==> src/rtl/pkt_proc_sequencer.sv <==
// Packet hand-off sequencer between the FIFO FSM and the embedded CPU.
// Optional watchdog (timeout limit, command 3'b110, timeout_count) enabled by `SEQ_WATCHDOG_EN.
module pkt_proc_sequencer #(
  parameter int                       TIMEOUT_WIDTH  = 16,
  parameter logic [TIMEOUT_WIDTH-1:0] TIMEOUT_CYCLES = 16'd50000,
  parameter int                       CNT_WIDTH      = 32
) (
  input  logic                 clk,
  input  logic                 reset,
  input  logic                 end_of_pkt,
  input  logic                 cpu_mode_bit,
  input  logic                 cpu_done,
  input  logic [2:0]           soft_cmd,
  input  logic [31:0]          soft_data,
  output logic                 cpu_start,
  output logic                 cpu_run,
  output logic                 processing_done,
  output logic [2:0]           seq_state,
  output logic [CNT_WIDTH-1:0] pkt_count,
  output logic [CNT_WIDTH-1:0] timeout_count,
  output logic                 seq_overrun
);

  typedef enum logic [2:0] {
    IDLE      = 3'd0,
    START     = 3'd1,
    RUN       = 3'd2,
    DONE      = 3'd3,
    WAIT_EXIT = 3'd4
  } state_e;

  state_e               state_q, state_d;
  logic                 pending_q, pending_d;
  logic [2:0]           soft_cmd_q, soft_cmd_d;
  logic [CNT_WIDTH-1:0] pkt_count_q, pkt_count_d;
  logic                 seq_overrun_q, seq_overrun_d;
  logic                 cmd_edge, cmd_clear, cmd_force, cmd_load;
  logic                 wd_fire;
  logic                 soft_data_unused;

`ifdef SEQ_WATCHDOG_EN
  logic [TIMEOUT_WIDTH-1:0] wd_q, wd_d;
  logic [TIMEOUT_WIDTH-1:0] timeout_limit_q, timeout_limit_d;
  logic [CNT_WIDTH-1:0]     timeout_count_q, timeout_count_d;

  assign wd_fire = (wd_q == timeout_limit_q - TIMEOUT_WIDTH'(1));
`else
  assign wd_fire = 1'b0;
`endif

  assign soft_data_unused = ^soft_data;

  // Commands act only on the cycle soft_cmd changes, so a held value fires once.
  assign cmd_edge  = (soft_cmd != soft_cmd_q);
  assign cmd_clear = cmd_edge && (soft_cmd == 3'b100);
  assign cmd_force = cmd_edge && (soft_cmd == 3'b101);
  assign cmd_load  = cmd_edge && (soft_cmd == 3'b110);

  always_comb begin
    state_d       = state_q;
    pending_d     = pending_q;
    soft_cmd_d    = soft_cmd;
    pkt_count_d   = pkt_count_q;
    seq_overrun_d = seq_overrun_q;
`ifdef SEQ_WATCHDOG_EN
    wd_d            = wd_q;
    timeout_limit_d = timeout_limit_q;
    timeout_count_d = timeout_count_q;
`endif

    case (state_q)
      IDLE: begin
        if (end_of_pkt) pending_d = 1'b1;
        if ((pending_q || end_of_pkt) && cpu_mode_bit) state_d = START;
      end
      START: begin
        pending_d = 1'b0;
`ifdef SEQ_WATCHDOG_EN
        wd_d = '0;
`endif
        state_d = RUN;
      end
      RUN: begin
`ifdef SEQ_WATCHDOG_EN
        wd_d = wd_q + TIMEOUT_WIDTH'(1);
        if (wd_fire && !cpu_done && (timeout_count_q != '1))
          timeout_count_d = timeout_count_q + CNT_WIDTH'(1);
`endif
        if (cpu_done || wd_fire || cmd_force) state_d = DONE;
      end
      DONE: begin
        pkt_count_d = pkt_count_q + CNT_WIDTH'(1);
        state_d     = WAIT_EXIT;
      end
      WAIT_EXIT: begin
        if (!cpu_mode_bit) state_d = IDLE;
      end
      default: state_d = IDLE;
    endcase

    if (end_of_pkt && (state_q != IDLE)) seq_overrun_d = 1'b1;

`ifdef SEQ_WATCHDOG_EN
    if (cmd_load)
      timeout_limit_d = (soft_data[TIMEOUT_WIDTH-1:0] == '0) ?
                        TIMEOUT_WIDTH'(1) : soft_data[TIMEOUT_WIDTH-1:0];
`endif

    // Clear is applied last so it overrides any same-cycle increment or set.
    if (cmd_clear) begin
      pkt_count_d   = '0;
      seq_overrun_d = 1'b0;
`ifdef SEQ_WATCHDOG_EN
      timeout_count_d = '0;
`endif
    end
  end

  always_ff @(posedge clk) begin
    if (!reset) begin
      state_q       <= IDLE;
      pending_q     <= 1'b0;
      soft_cmd_q    <= '0;
      pkt_count_q   <= '0;
      seq_overrun_q <= 1'b0;
`ifdef SEQ_WATCHDOG_EN
      wd_q            <= '0;
      timeout_limit_q <= TIMEOUT_CYCLES;
      timeout_count_q <= '0;
`endif
    end else begin
      state_q       <= state_d;
      pending_q     <= pending_d;
      soft_cmd_q    <= soft_cmd_d;
      pkt_count_q   <= pkt_count_d;
      seq_overrun_q <= seq_overrun_d;
`ifdef SEQ_WATCHDOG_EN
      wd_q            <= wd_d;
      timeout_limit_q <= timeout_limit_d;
      timeout_count_q <= timeout_count_d;
`endif
    end
  end

  assign cpu_start       = (state_q == START);
  assign cpu_run         = (state_q == RUN);
  assign processing_done = (state_q == DONE);
  assign seq_state       = state_q;
  assign pkt_count       = pkt_count_q;
  assign seq_overrun     = seq_overrun_q;
`ifdef SEQ_WATCHDOG_EN
  assign timeout_count = timeout_count_q;
`else
  assign timeout_count = '0;
`endif

endmodule

==> config.mk <==
export PLATFORM = sky130hd
export DESIGN_NAME = pkt_proc_sequencer
export DESIGN_NICKNAME = d
export VERILOG_FILES = /design/src/rtl/pkt_proc_sequencer.sv
export SDC_FILE = /design/constraint.sdc
export NUM_CORES = 1
export LEC_CHECK = 0
export ABC_AREA = 1
export CAP_MARGIN = 15
export CORE_MARGIN = 8
export CORE_UTILIZATION = 55
export CTS_CLUSTER_DIAMETER = 100
export DETAILED_ROUTE_END_ITERATION = 10
export DONT_BUFFER_PORTS = 1
export PLACE_DENSITY_LB_ADDON = 0.25
export SLEW_MARGIN = 5
export SYNTH_ARGS = -nofsm -noshare
export SYNTH_HDL_FRONTEND = slang
export SYNTH_SLANG_ARGS = --single-unit
==> constraint.sdc <==
create_clock -name clk -period 1.3 [get_ports clk]
set_input_delay 0.26 -clock clk [delete_from_list [all_inputs] [get_ports clk]]
set_output_delay 0.26 -clock clk [all_outputs]
set_load 0.05 [all_outputs]
==> results.cfg <==
[run_status]
outcome = finished with violations
failed_checks = negative setup slack

[timing]
final.setup.tns_ns = -2.067
report.final.setup_viol = 28
hold_ws_ns = 0.06138
tightestPinTransition_ns = 0.5021
worst_clock_skew_ns = 0.009251
hold_viol = 0
share_of_the_clock_period_used_by_the_worst_path_pct = 112.0
achievable-frequency_mhz = 686.8
fin_crit_ns = 1.456
postLayoutSetupSlackWorst_ns = -0.1560
rsz0062_at_grt = true
final_max_slew_viol_count = 0
max_slew_margin_pct = 66.48

[logic_synthesis]
post_synth_instance_area_sq_um = 2427
synth_top_cell_area_share_pct = 32.99
post_synth_main_area_contributors = dfxtp_1 33%, nand2_1 12%, buf_4 9.9%
synth_seq_area_share_pct = 32.99
netlist_instances = 355
yosys_warnings = 0
synth_seq_cells = 40
synth.top_cells.by_count = 80 x nand2_1, 54 x nor2_1, 45 x inv_1, 40 x dfxtp_1, 32 x buf_4
synth_area_leader_cell = dfxtp_1
synth_most_common_cell = nand2_1
netlist-cell-type-count = 30
synthFlopType = dfxtp_1
syn_avg_cell_area_sq_um = 6.838
number_of_enable_flip_flop_cells_after_synthesis = 0
postSynth.asyncResetShare_pct = 0

[global_routing]
global_route.overflow_total = 0
grt.total_usage_pct = 19.30
number_of_antenna_violations_at_the_first_check_in_global_routing = 0
number_of_global_route_vias_before_repair = 2273
grt_max_degree = 20
grt_pass1_wl_um = 10280

[floorplan]
initial_utilization_pct = 56.53
die_area_sq_um = 6795
die_x_um = 82.43
die_y_um = 82.43
core_area_sq_um = 4294
floorplan.rows = 24
io-pin-count = 111

[placed_design]
port_buffers = 0
place_congestion = 0.8624
total_half_perimeter_wirelength_after_legalization_and_detailed_placement_um = 4637

[min_path]
hold_path_startpoint = soft_cmd[2]
hold_crit_path_type = in -> reg
hold_end = soft_cmd_q[2]$_SDFF_PN0_
hold_path_depth = 2

[worst_setup_path]
end_kind = primary output
critical_path_peak_fanout = 4
worstReg2RegEnd = pkt_count[31]$_SDFFE_PP0P_
timing.critical_path.required_ns = 1.04
criticalPathCategory = reg -> out
worstPathArrival_ns = 1.20
crit-reg2reg-launch = seq_state[0]$_SDFFE_PN0P_
ff2ff_path_depth = 10
crit_path_start_kind = flip-flop
worst_case_register_to_register_setup_slack_ns = -0.14

[power]
power.density_cell_area_nw_per_um2 = 857.0
worst_ir_drop_vdd_v = 0.0007970
leakagePower_nw = 1.576
design_power_total_mw = 2.922

[drt]
post_drt_via_cell_ratio = 5.224
drt_pass1_iterations = 4
drt_drc = 0
detailedRoute.firstIterationViolations = 189
routed_wirelength_um = 7137
vias = 2518
drt-wirelength-per-cell_um = 14.81
final_antenna_net_count = 0

[flow_run]
max_cap_viol_count = 0

[cells_and_area]
final_core_util_pct = 79.40
flow.area_growth_from_synthesis_pct = 40.46
antenna_cells_inserted = 0
post_route_cells_drive_above_1_share_pct = 43.02
final_nets = 470

[cts]
clkSlewWorstSetupHoldPaths_ns = 0.07
clock_tree.buffer_depth = 2
clk_latency_ns = 0.30
num_cts_buffers = 5
tritoncts_clock_tree = done
h-tree-depth = 2
tritoncts_num_sinks = 40
cts_root_buf = clkbuf_8
registers in the layout, indices dropped and copies added (netlist names):
signal / flops
pending_q: 1
pkt_count: 32
seq_overrun: 1
seq_state: 3
soft_cmd_q: 3
logic make-up after synthesis:
| kind of cell | count (synthesis) | synth area share, % |
|---|---|---|
| AOI/OAI and AO/OA | 20 | 5.155 |
| xor gates and xnor gates | 15 | 5.413 |
| other | 1 | 0.1545 |
| buffers and inverters | 83 | 18.20 |
| adders and majority gates | 1 | 0.5154 |
| DFF | 40 | 32.99 |
| and+or+nand+nor | 195 | 37.58 |
cell type report:
class / instances / area (sq um)
Timing Repair inverter: 1 / 7.507
Inverter: 48 / 186.4
Clock buffer: 8 / 90.09
Tap cell: 52 / 65.06
Timing Repair Buffer: 70 / 583.1
Fill cell: 279 / 884.6
Sequential cell: 40 / 883.3
Multi-Input combinational cell: 263 / 1594
power by group:
part           internal (mW)  leakage [nW]  switching (mW)
Clock                  0.433        0.0455           0.430
Combinational          0.234          1.19           0.527
Sequential              1.24         0.345          0.0623
cell usage in the layout, fill, tap and decap left out, types with 2 or more instances in the layout:
cell	n
a21oi_1	13
buf_4	57
buf_6	12
clkbuf_1	2
clkbuf_8	6
clkinvlp_4	2
conb_1	32
dfxtp_1	8
dfxtp_2	15
dfxtp_4	17
inv_1	41
inv_2	5
nand2_1	66
nand2_2	11
nand2_4	8
nand3_1	12
nand3_2	12
nand3_4	3
nand4_1	11
nor2_1	39
nor2_2	8
nor2_4	15
nor3_1	2
nor3_2	2
o21bai_2	2
or2_0	2
xnor2_1	4
xnor2_2	3
xor2_1	8
layer usage:
layer / track usage [%] / share of wire (%)
met1: 21.73 / 37
met2: 33.52 / 51
met3: 5.844 / 9.8
met4: 7.018 / 2.3
met5: 0 / 0
timing repair:
item,CTS,global route
hold endpoints to repair,0,0
hold buffers,0,0
gates cloned,1,0
gates resized for setup,23,47
pin swaps,23,30
buffers inserted,10,5
endpoints found under the setup margin,14,29
critical path: stages (launching register included):
cell and delay, ns:
dfxtp_4 0.35, buf_6 0.13, nor2_4 0.11, nand2_2 0.09
clkinvlp_4 0.22
stage by stage:
step	std cells	worst slack, ns	area [sq um]
6_report	482	-0.1560	3410
5_1_grt	482	-0.2106	3410
4_1_cts	477	-0.1323	3196
3_5_place_dp	458	-0.07838	2928
3_3_place_gp	458	-0.04557	2928
2_1_floorplan	386	-0.2187	2699
worst max-delay path by stage:
stage,slack [ns],start,end,cells after the start
2_1_floorplan,-0.22,seq_state[1]$_SDFFE_PN0P_,pkt_count[15]$_SDFFE_PP0P_,7
3_3_place_gp,-0.05,pkt_count[1]$_SDFFE_PP0P_,pkt_count[24]$_SDFFE_PP0P_,9
3_5_place_dp,-0.08,pkt_count[0]$_SDFFE_PP0P_,pkt_count[26]$_SDFFE_PP0P_,9
4_1_cts,-0.13,seq_state[2]$_SDFFE_PN0P_,cpu_start,3
5_1_grt,-0.21,seq_state[0]$_SDFFE_PN0P_,pkt_count[31]$_SDFFE_PP0P_,10
6_report,-0.16,seq_state[2]$_SDFFE_PN0P_,cpu_run,4
(Power assumes the default switching activity.)
